**config.mk**
```make
export PLATFORM = sky130hd
export DESIGN_NAME = sram32x2_ctrl
export DESIGN_NICKNAME = d
export VERILOG_FILES = /design/src/rtl/sram32x2_pkg.sv /design/src/rtl/rr_arb2.sv /design/src/rtl/sram32x2_ctrl_chk.sv /design/src/rtl/sram32x2_ctrl.sv
export SDC_FILE = /design/constraint.sdc
export NUM_CORES = 1
export LEC_CHECK = 0
export CORE_ASPECT_RATIO = 1.2
export CORE_UTILIZATION = 50
export CTS_BUF_LIST = sky130_fd_sc_hd__clkbuf_8
export CTS_CLUSTER_SIZE = 20
export DETAILED_ROUTE_END_ITERATION = 16
export PLACE_DENSITY = 0.77
export SLEW_MARGIN = 30
export SYNTH_ARGS = -nofsm -noshare
export SYNTH_HDL_FRONTEND = slang
export SYNTH_HIERARCHICAL = 1
export SYNTH_SLANG_ARGS = --single-unit
```
**constraint.sdc**
```tcl
create_clock -name clk -period 4.44 [get_ports clk]
set_clock_uncertainty 0.05 [all_clocks]
set_input_delay 1.332 -clock clk [delete_from_list [all_inputs] [get_ports clk]]
set_output_delay 1.332 -clock clk [all_outputs]
set_load 0.02 [all_outputs]
```
**src/rtl/sram32x2_pkg.sv**
```systemverilog
// Shared types and constants for the 32x2 SRAM sequencer/arbiter.
package sram32x2_pkg;

    localparam int ADDR_W = 5;
    localparam int DATA_W = 2;
    localparam int WORDS  = 32;

    typedef enum logic [3:0] {
        INIT_SETUP = 4'd0,
        INIT_PULSE = 4'd1,
        INIT_HOLD  = 4'd2,
        IDLE       = 4'd3,
        RD_WAIT    = 4'd4,
        RD_LATCH   = 4'd5,
        WR_SETUP   = 4'd6,
        WR_PULSE   = 4'd7,
        WR_HOLD    = 4'd8,
        ACK        = 4'd9
    } state_t;

    typedef struct packed {
        logic              we;
        logic [ADDR_W-1:0] addr;
        logic [DATA_W-1:0] wdata;
        logic [DATA_W-1:0] wmask;
    } req_t;

    function automatic int max4(input int a, input int b, input int c, input int d);
        int m;
        m = a;
        if (b > m) m = b;
        if (c > m) m = c;
        if (d > m) m = d;
        return m;
    endfunction

endpackage

```
**src/rtl/rr_arb2.sv**
```systemverilog
// Two-requester round-robin arbiter; index 0 is port A, index 1 is port B.
module rr_arb2 (
    input  logic       clk,
    input  logic       reset,
    input  logic [1:0] req,
    input  logic       update,
    output logic [1:0] grant
);

    logic prio_b;

    // Grant selection: a lone request wins, a tie goes to the favoured side.
    always_comb begin
        grant = 2'b00;
        case (req)
            2'b01:   grant = 2'b01;
            2'b10:   grant = 2'b10;
            2'b11:   grant = prio_b ? 2'b10 : 2'b01;
            default: grant = 2'b00;
        endcase
    end

    // After every grant the side that did not win becomes favoured.
    always_ff @(posedge clk or posedge reset) begin
        if (reset) begin
            prio_b <= 1'b0;
        end else if (update) begin
            prio_b <= grant[0];
        end else begin
            prio_b <= prio_b;
        end
    end

endmodule

```
**src/rtl/sram32x2_ctrl_chk.sv**
```systemverilog
// Property checks for the SRAM sequencer: legal timing parameters and sane control.
module sram32x2_ctrl_chk #(
    parameter int SETUP_CYC = 1,
    parameter int PULSE_CYC = 2,
    parameter int HOLD_CYC  = 1,
    parameter int RD_CYC    = 2
) (
    input logic       clk,
    input logic       reset,
    input logic [1:0] grant,
    input logic       ram_ce,
    input logic       ram_wclk_n
);

    localparam bit PARAMS_OK = (SETUP_CYC >= 1) && (PULSE_CYC >= 1) &&
                               (HOLD_CYC >= 1) && (RD_CYC >= 1);

    param_legal: assert property (@(posedge clk) PARAMS_OK)
        else $error("sram32x2_ctrl: timing parameters must all be >= 1");

    grant_onehot: assert property (@(posedge clk) disable iff (reset) $onehot0(grant))
        else $error("sram32x2_ctrl: arbiter granted both ports");

    wclk_needs_ce: assert property (@(posedge clk) disable iff (reset) !ram_wclk_n |-> ram_ce)
        else $error("sram32x2_ctrl: write clock low without chip enable");

endmodule

```
**src/rtl/sram32x2_ctrl.sv**
```systemverilog
// Sequencer/arbiter for a 32x2 bipolar SRAM: clears the array after reset, then
// serves one read or masked write at a time from two round-robin requesters.
module sram32x2_ctrl
    import sram32x2_pkg::*;
#(
    parameter int SETUP_CYC = 1,
    parameter int PULSE_CYC = 2,
    parameter int HOLD_CYC  = 1,
    parameter int RD_CYC    = 2
) (
    input  logic              clk,
    input  logic              reset,
    input  logic              a_req,
    input  logic              a_we,
    input  logic [ADDR_W-1:0] a_addr,
    input  logic [DATA_W-1:0] a_wdata,
    input  logic [DATA_W-1:0] a_wmask,
    output logic              a_ack,
    input  logic              b_req,
    input  logic              b_we,
    input  logic [ADDR_W-1:0] b_addr,
    input  logic [DATA_W-1:0] b_wdata,
    input  logic [DATA_W-1:0] b_wmask,
    output logic              b_ack,
    output logic [DATA_W-1:0] rdata,
    output logic              busy,
    output logic [ADDR_W-1:0] ram_a,
    output logic [DATA_W-1:0] ram_i,
    output logic              ram_ce,
    output logic [1:0]        ram_we_n,
    output logic              ram_wclk_n,
    output logic              ram_latch_n,
    input  logic [DATA_W-1:0] ram_d
);

    localparam int MAX_CYC = max4(SETUP_CYC, PULSE_CYC, HOLD_CYC, RD_CYC);
    localparam int CW      = (MAX_CYC > 1) ? $clog2(MAX_CYC) : 1;

    localparam logic [CW-1:0]     CNT_ZERO  = CW'(0);
    localparam logic [CW-1:0]     CNT_ONE   = CW'(1);
    localparam logic [CW-1:0]     S_LD      = CW'(SETUP_CYC - 1);
    localparam logic [CW-1:0]     P_LD      = CW'(PULSE_CYC - 1);
    localparam logic [CW-1:0]     H_LD      = CW'(HOLD_CYC - 1);
    localparam logic [CW-1:0]     R_LD      = CW'(RD_CYC - 1);
    localparam logic [ADDR_W-1:0] LAST_ADDR = ADDR_W'(WORDS - 1);

    state_t            state;
    logic [CW-1:0]     cnt;
    logic [ADDR_W-1:0] init_addr;
    req_t              cur;
    logic              winner_b;

    logic [1:0] req_vec;
    logic [1:0] grant;
    logic       arb_update;
    req_t       a_pkt;
    req_t       b_pkt;
    req_t       sel;

    assign req_vec    = {b_req, a_req};
    assign arb_update = (state == IDLE) && (req_vec != 2'b00);

    rr_arb2 u_arb (
        .clk    (clk),
        .reset  (reset),
        .req    (req_vec),
        .update (arb_update),
        .grant  (grant)
    );

    sram32x2_ctrl_chk #(
        .SETUP_CYC (SETUP_CYC),
        .PULSE_CYC (PULSE_CYC),
        .HOLD_CYC  (HOLD_CYC),
        .RD_CYC    (RD_CYC)
    ) u_chk (
        .clk        (clk),
        .reset      (reset),
        .grant      (grant),
        .ram_ce     (ram_ce),
        .ram_wclk_n (ram_wclk_n)
    );

    // Pack both requests and pick the granted one.
    always_comb begin
        a_pkt = {a_we, a_addr, a_wdata, a_wmask};
        b_pkt = {b_we, b_addr, b_wdata, b_wmask};
        if (grant[1]) begin
            sel = b_pkt;
        end else begin
            sel = a_pkt;
        end
    end

    // Main sequencer; every RAM pin is registered and only moves outside the pulse window.
    always_ff @(posedge clk or posedge reset) begin
        if (reset) begin
            state       <= INIT_SETUP;
            cnt         <= S_LD;
            init_addr   <= {ADDR_W{1'b0}};
            cur         <= '0;
            winner_b    <= 1'b0;
            a_ack       <= 1'b0;
            b_ack       <= 1'b0;
            rdata       <= {DATA_W{1'b0}};
            busy        <= 1'b1;
            ram_a       <= {ADDR_W{1'b0}};
            ram_i       <= {DATA_W{1'b0}};
            ram_ce      <= 1'b0;
            ram_we_n    <= 2'b11;
            ram_wclk_n  <= 1'b1;
            ram_latch_n <= 1'b1;
        end else begin
            case (state)
                INIT_SETUP: begin
                    ram_ce <= 1'b1;
                    ram_a  <= init_addr;
                    ram_i  <= {DATA_W{1'b0}};
                    if (cnt == CNT_ZERO) begin
                        state      <= INIT_PULSE;
                        cnt        <= P_LD;
                        ram_we_n   <= 2'b00;
                        ram_wclk_n <= 1'b0;
                    end else begin
                        cnt <= cnt - CNT_ONE;
                    end
                end
                INIT_PULSE: begin
                    if (cnt == CNT_ZERO) begin
                        state      <= INIT_HOLD;
                        cnt        <= H_LD;
                        ram_we_n   <= 2'b11;
                        ram_wclk_n <= 1'b1;
                    end else begin
                        cnt <= cnt - CNT_ONE;
                    end
                end
                INIT_HOLD: begin
                    if (cnt != CNT_ZERO) begin
                        cnt <= cnt - CNT_ONE;
                    end else if (init_addr == LAST_ADDR) begin
                        state  <= IDLE;
                        busy   <= 1'b0;
                        ram_ce <= 1'b0;
                    end else begin
                        state     <= INIT_SETUP;
                        cnt       <= S_LD;
                        init_addr <= init_addr + 5'd1;
                        ram_a     <= init_addr + 5'd1;
                    end
                end
                IDLE: begin
                    if (req_vec != 2'b00) begin
                        cur      <= sel;
                        winner_b <= grant[1];
                        busy     <= 1'b1;
                        ram_ce   <= 1'b1;
                        ram_a    <= sel.addr;
                        if (sel.we) begin
                            ram_i <= sel.wdata;
                            state <= WR_SETUP;
                            cnt   <= S_LD;
                        end else begin
                            state <= RD_WAIT;
                            cnt   <= R_LD;
                        end
                    end else begin
                        busy   <= 1'b0;
                        ram_ce <= 1'b0;
                    end
                end
                RD_WAIT: begin
                    ram_a <= cur.addr;
                    if (cnt == CNT_ZERO) begin
                        state       <= RD_LATCH;
                        ram_latch_n <= 1'b0;
                    end else begin
                        cnt <= cnt - CNT_ONE;
                    end
                end
                RD_LATCH: begin
                    rdata       <= ram_d;
                    ram_latch_n <= 1'b1;
                    ram_ce      <= 1'b0;
                    a_ack       <= ~winner_b;
                    b_ack       <= winner_b;
                    state       <= ACK;
                end
                WR_SETUP: begin
                    ram_a <= cur.addr;
                    ram_i <= cur.wdata;
                    if (cnt == CNT_ZERO) begin
                        state      <= WR_PULSE;
                        cnt        <= P_LD;
                        ram_we_n   <= ~cur.wmask;
                        ram_wclk_n <= (cur.wmask == 2'b00);
                    end else begin
                        cnt <= cnt - CNT_ONE;
                    end
                end
                WR_PULSE: begin
                    if (cnt == CNT_ZERO) begin
                        state      <= WR_HOLD;
                        cnt        <= H_LD;
                        ram_we_n   <= 2'b11;
                        ram_wclk_n <= 1'b1;
                    end else begin
                        cnt <= cnt - CNT_ONE;
                    end
                end
                WR_HOLD: begin
                    if (cnt == CNT_ZERO) begin
                        state  <= ACK;
                        ram_ce <= 1'b0;
                        a_ack  <= ~winner_b;
                        b_ack  <= winner_b;
                    end else begin
                        cnt <= cnt - CNT_ONE;
                    end
                end
                ACK: begin
                    a_ack <= 1'b0;
                    b_ack <= 1'b0;
                    busy  <= 1'b0;
                    state <= IDLE;
                end
                default: begin
                    state      <= INIT_SETUP;
                    cnt        <= S_LD;
                    init_addr  <= {ADDR_W{1'b0}};
                    busy       <= 1'b1;
                    ram_ce     <= 1'b0;
                    ram_we_n   <= 2'b11;
                    ram_wclk_n <= 1'b1;
                end
            endcase
        end
    end

endmodule
```
* Word level (Yosys, flattened, before mapping)
Index checks and enable logic that the tools add are counted. Widths: inputs -> output; s select.
Word-level totals: flip-flop bits (word level) 38, latch bits 0, memory bits (read-only) 0, memories kept 0, memory bits (writable) 0
Cells by class: reduce and logical (&&, ||, !) cells 28, eq/ne operators 25, multiplexer cells 45, add/subtract/negate cells 2, bitwise operators 7, shift-type cells 0, divide/modulo/power cells 0, order comparisons 0, multipliers 0
Operators with widths (number):
- $pmux 4 s10 | 1
- $mux 4 | 8
- $ne 2x2->1 const B | 11
- $pmux 5 s4 | 1
- $eq 4x3->1 const B | 4
- $mux 2 | 8
- $mux 5 | 3
- $mux 1 | 12
- $pmux 1 s4 | 3
- $pmux 2 s3 | 2
- $reduce_and 4->1 | 3
- $mux 10 | 1
- $pmux 5 s2 | 1
- $reduce_or 5->1 | 2
- $reduce_and 3->1 | 3
- $reduce_or 9->1 | 1
- $eq 4x2->1 const B | 2
- $eq 4x4->1 const B | 2
- $pmux 2 s4 | 1
- $reduce_and 2->1 | 4
- $reduce_and 8->1 | 1
- $reduce_or 2->1 | 4
- $reduce_or 7->1 | 1
- $not 1->1 | 6
- other kinds (18) | 22

* Logic depth before layout (Yosys ltp)
depth in word-level cells 6, mapped depth 8, depth with buffers taken out 7

* Modules after synthesis
The synthesis kept the hierarchy.
By module, submodules not included:
- sram32x2_ctrl | area an instance 2233.4 um^2, seq. area each 932.1 um^2, instances 1, cells an instance 228
- rr_arb2 | area an instance 66.3 um^2, seq. area each 25.0 um^2, instances 1, cells an instance 6

* Least setup slack after synthesis
No wires, ideal clock.
kind input port to flip-flop, start point input b_req, end point register ram_a[2], library setup time 125 ps, cell stages on the path 5, path buffers 1, setup slack 1724 ps, arrival time 2541 ps, data required time 4265 ps, cells stage by stage a21boi_0 > buf_2 > mux2i_1 > o221ai_1 > mux2_4
Between the ends: cells in the longest elaborated chain, start to end 5, elaborated cells on any way between the ends 10, those cells by class eq/ne: 4; mux: 4; reduce/logical: 2
RTL lines:
- start: declaration | line sram32x2_ctrl.sv:19 | input logic b_req,
- $eq 2x2->1 / $eq 2x1->1 (equally long branches) | line rr_arb2.sv:15 | case (req)
- $pmux 2 s3 | line rr_arb2.sv:15
- $mux 10 | line sram32x2_ctrl.sv:88 | if (grant[1]) begin
- $mux 5 | line sram32x2_ctrl.sv:153 | if (req_vec != 2'b00) begin
- $pmux 5 s4 | line sram32x2_ctrl.sv:114 | case (state)
- end signal: assignment | line sram32x2_ctrl.sv:117 | ram_a <= init_addr;
- end signal: assignment | line sram32x2_ctrl.sv:149 | ram_a <= init_addr + 5'd1;
- end signal: assignment | line sram32x2_ctrl.sv:158 | ram_a <= sel.addr;
- end: declaration | line sram32x2_ctrl.sv:27 | output logic [ADDR_W-1:0] ram_a,
Several ways; a longest one is shown, not always the timed one. The select of a mux whose other input is x is not followed. A chain may end at the register's enable or synchronous reset.

* Worst setup path after layout
start point input b_req, end point register ram_i[0]
Between the ends: cells in the longest elaborated chain, start to end 6, elaborated cells on any way between the ends 12, those cells by class eq/ne: 5; mux: 5; reduce/logical: 2
RTL lines:
- $eq 2x2->1 / $eq 2x1->1 (equally long branches) | line rr_arb2.sv:15
- $pmux 2 s3 (*) | line rr_arb2.sv:15
- named net grant[1] | line sram32x2_ctrl.sv:54 | logic [1:0] grant;
- $mux 10 (*) | line sram32x2_ctrl.sv:88
- $mux 2 | line sram32x2_ctrl.sv:159 | if (sel.we) begin
- $mux 2 | line sram32x2_ctrl.sv:153
- $pmux 2 s3 | line sram32x2_ctrl.sv:114
- end signal: assignment | line sram32x2_ctrl.sv:108 | ram_i <= {DATA_W{1'b0}};
- end signal: assignment | line sram32x2_ctrl.sv:118 | ram_i <= {DATA_W{1'b0}};
- end signal: assignment | line sram32x2_ctrl.sv:160 | ram_i <= sel.wdata;
- end: declaration | line sram32x2_ctrl.sv:28 | output logic [DATA_W-1:0] ram_i,
Mark *: on every way through the listed nets, which the timed path passes. The rest lies on a longest branch. The select of a mux whose other input is x is not followed.

==> metrics.md <==
| Metric | Value |
|---|---|
| Row cnt | 26 |
| Final hold violations | 0 |
| # nets final | between 200 and 300 |
| F_max | approximately 330 MHz |
| Setup TNS | 0 ps |
| Area leader, netlist | dfrtp_1 |
| Yosys warnings | 6 |
| Width of the die | between 60 and 70 um |
| CP Data Required Time | about 4600 ps |
| Register area | roughly 960 um2 |
| Worst-path fanout max | 11 |
| Worst slew pin tran | 827 ps |
| Asr flop ratio synth | 100% |
| Htree depth | 2 |
| Cell count after synthesis | 234 |
| # fillers | 365 |
| Commonest non-fill, non-tap cell in the layout | clkdlybuf4s50_1 |
| Vias in the first global route | between 1500 and 2000 |
| CTS resizes | 0 |
| Ys flop type | dfrtp_1 |
| GRT overflow | 0 |
| Arr. time, crit path | around 3200 ps |
| Clk pin slew, worst setup/hold paths | 80 ps |
| Post-synth EDFFs | 0 |
| Postcts setup bufs | 0 |
| Starting Density | 53.2% |
| Post-synth top area share | a little over a third |
| Clock latency on the worst-skew pair | ~300 ps |
| CP endpoint kind | register |
| CP Class | primary input to register |
| Tmin final | between 3000 and 4000 ps |
| Yosys reg bits | 38 |
| Clock Tree Root | clkbuf_8 |
| Slowest-stage cell, CP | clkdlybuf4s50_1 |
| Number of buffers created by CTS | 5 |
| Area of the multi-input gates | about 1200 um2 |
| Hold Buf Count CTS | 0 |
| Period utilisation layout | about two thirds |
| Tot GR Track Use | 23.1% |
| Vias post-DR | 1838 |
| Slowest cell delay on critical path | approximately 520 ps |
| Die Area | around 4900 um2 |
| Port Buf Inserts | 42 |
| Initial drt markers | around 130 |
| Initial antenna violation count | 0 |
| Worst reg-to-reg setup slack | approximately 1800 ps |
| Synthesized area | 2300 um2 |
| Mapped Nets | 262 |
| I/O pin count | 43 |
| Sink Count | 38 |
| Core Area | between 4000 and 5000 um2 |
| Residual DRC | 0 |
| Leakage | 1.20 nW |
| Outcome | finished clean |
| Seq/Total Area, Yosys | between 40% and 50% |
| Largest net degree at the start of global routing | 38 |
| Synthesized area per cell | a little under 10 um2 |
| Hold crit path type | register to register |
| Post-detail-place hpwl | ~3500 um |
| WP buf/inv | 2 |
| # setup viols final | 0 |
| Slew Viols, Final | 0 |
| First-pass iteration count of the detailed router | 4 |
| Post-DR vias/cell | ~5.6 |
| Final wirelength | between 5000 and 6000 um |
| Max Cap Viol | 0 |
| CTS tree | yes |
| Slew HR | roughly 45% |
| Peak supply drop | approximately 0.43 mV |
| Most frequent cells in the layout | 42 x clkdlybuf4s50_1, 33 x dfrtp_1, 25 x nand2_1, 15 x o21ai_0, 14 x mux2i_1 |
| Final Core Density | between 60% and 70% |
| Post-route ant nets | 0 |
| Synth area leaders | dfrtp_1 36%, mux2i_1 6.1%, dfstp_2 5.7% |
| CP Cell Sequence | clkdlybuf4s50_1 -> a21boi_1 -> buf_4 -> mux2i_1 -> nor3_1 -> nor2_1 -> mux2_2 |
| Area growth from synthesis to layout | 21.9% |
| Die Y | around 76 um |
| Distinct cells, synth | between 50 and 60 |
| Final antenna diode count | 0 |
| RD Place Congestion | 0.786 |
| Mean routed wirelength per cell | roughly 15 um |
| Clock Tree Buf Depth | 2 |
| First-pass GRT wire length | around 8700 um |
| Top delay family on crit path | buffers and inverters |
| Pwr Density | 714 nW/um2 |
| RSZ-0062 raised after global routing | no |
| Setup crit start kind | primary input |
| Share of layout cells above drive strength 1 | 15.2% |
stage by stage:
| step | hold WS, ps | instance area (um2) | setup WS [ps] | total power (W) | std cells |
|---|---|---|---|---|---|
| finish | 424 | 2800 | 1410 | 0.00200 | 326 |
| global route | 448 | 2800 | 1300 | 0.00214 | 326 |
| CTS | 427 | 2800 | 1400 | 0.00201 | 326 |
| detailed placement | 409 | 2700 | 1100 | 0.00172 | 318 |
| global placement | 407 | 2700 | 1140 | 0.00170 | 318 |
| floorplan | 394 | 2300 | 1720 | 0.00145 | 234 |
kinds of logic after synthesis:
kind of cell	share of synthesized area (%)
XOR/XNOR	1.52
flip-flops	41.6
AO/OA/AOI/OAI	22.1
adder cells (fa/ha/maj)	1.09
AND/OR/NAND/NOR	15.3
multiplexers	11.3
buffers and inverters	7.02
final timing paths:
| check | from | endpoint | depth (start not counted) |
|---|---|---|---|
| worst min register to register | cur[6] | cur[6] | 2 |
| max in group asynchronous | reset | busy | 3 |
| min in group asynchronous | reset | u_arb/prio_b | 2 |
| worst max register to register | state[0] | u_arb/prio_b | 4 |
| worst min-delay path | cur[6] | cur[6] | 2 |
| worst max-delay path | b_req | ram_i[0] | 7 |
report_power, final:
group / switching (W) / internal, W
sequential: 0.000202 / 0.000508
clock: 0.000127 / 0.000164
combinational: 0.000505 / 0.000496
flip-flops by register name, indices dropped and copies added, names as in the netlist, 2 cells and up:
| name | flops |
|---|---|
| cur | 9 |
| init_addr | 5 |
| ram_a | 5 |
| ram_i | 2 |
| ram_we_n | 2 |
| rdata | 2 |
| state | 4 |
synthesized netlist by cell type, drive strengths merged, types with 3 or more instances:
cell / count
a21oi: 9
a22oi: 4
nand2b: 9
dfstp: 5
mux2: 10
a2bb2oi: 5
a21boi: 3
nor3: 3
inv: 12
mux2i: 14
o22ai: 6
dfrtp: 33
nand2: 26
o2bb2ai: 3
buf: 15
nor2: 11
nor2b: 3
xor2: 3
o21ai: 26
nand3: 4
routing by layer:
| layer | GRT usage [%] | part of all wire [%] | up-vias |
|---|---|---|---|
| met5 | 0 | 0 | - |
| met4 | 7.95 | 1.4 | 0 |
| met3 | 4.49 | 4.0 | 6 |
| met2 | 38.0 | 51 | 46 |
| met1 | 30.0 | 44 | 869 |
| li1 | - | - | 917 |
layout make-up:
| class | instances | share of cell area (%) |
|---|---|---|
| clock inverters | 3 | 1.34 |
| inverters | 12 | 1.61 |
| repair buffers | 45 | 15.8 |
| clock buffers | 5 | 2.46 |
| multi-input cells | 167 | 42.1 |
| well taps | 56 | 2.50 |
| flip-flops and latches | 38 | 34.2 |
worst min-delay path: cells and delay by family (launching register included):
kind               cells  cell delay [ps]
DFF                    1              340
and+or+nand+nor        1               60
AOI/OAI and AO/OA      1               50
(Power assumes the default switching activity.)
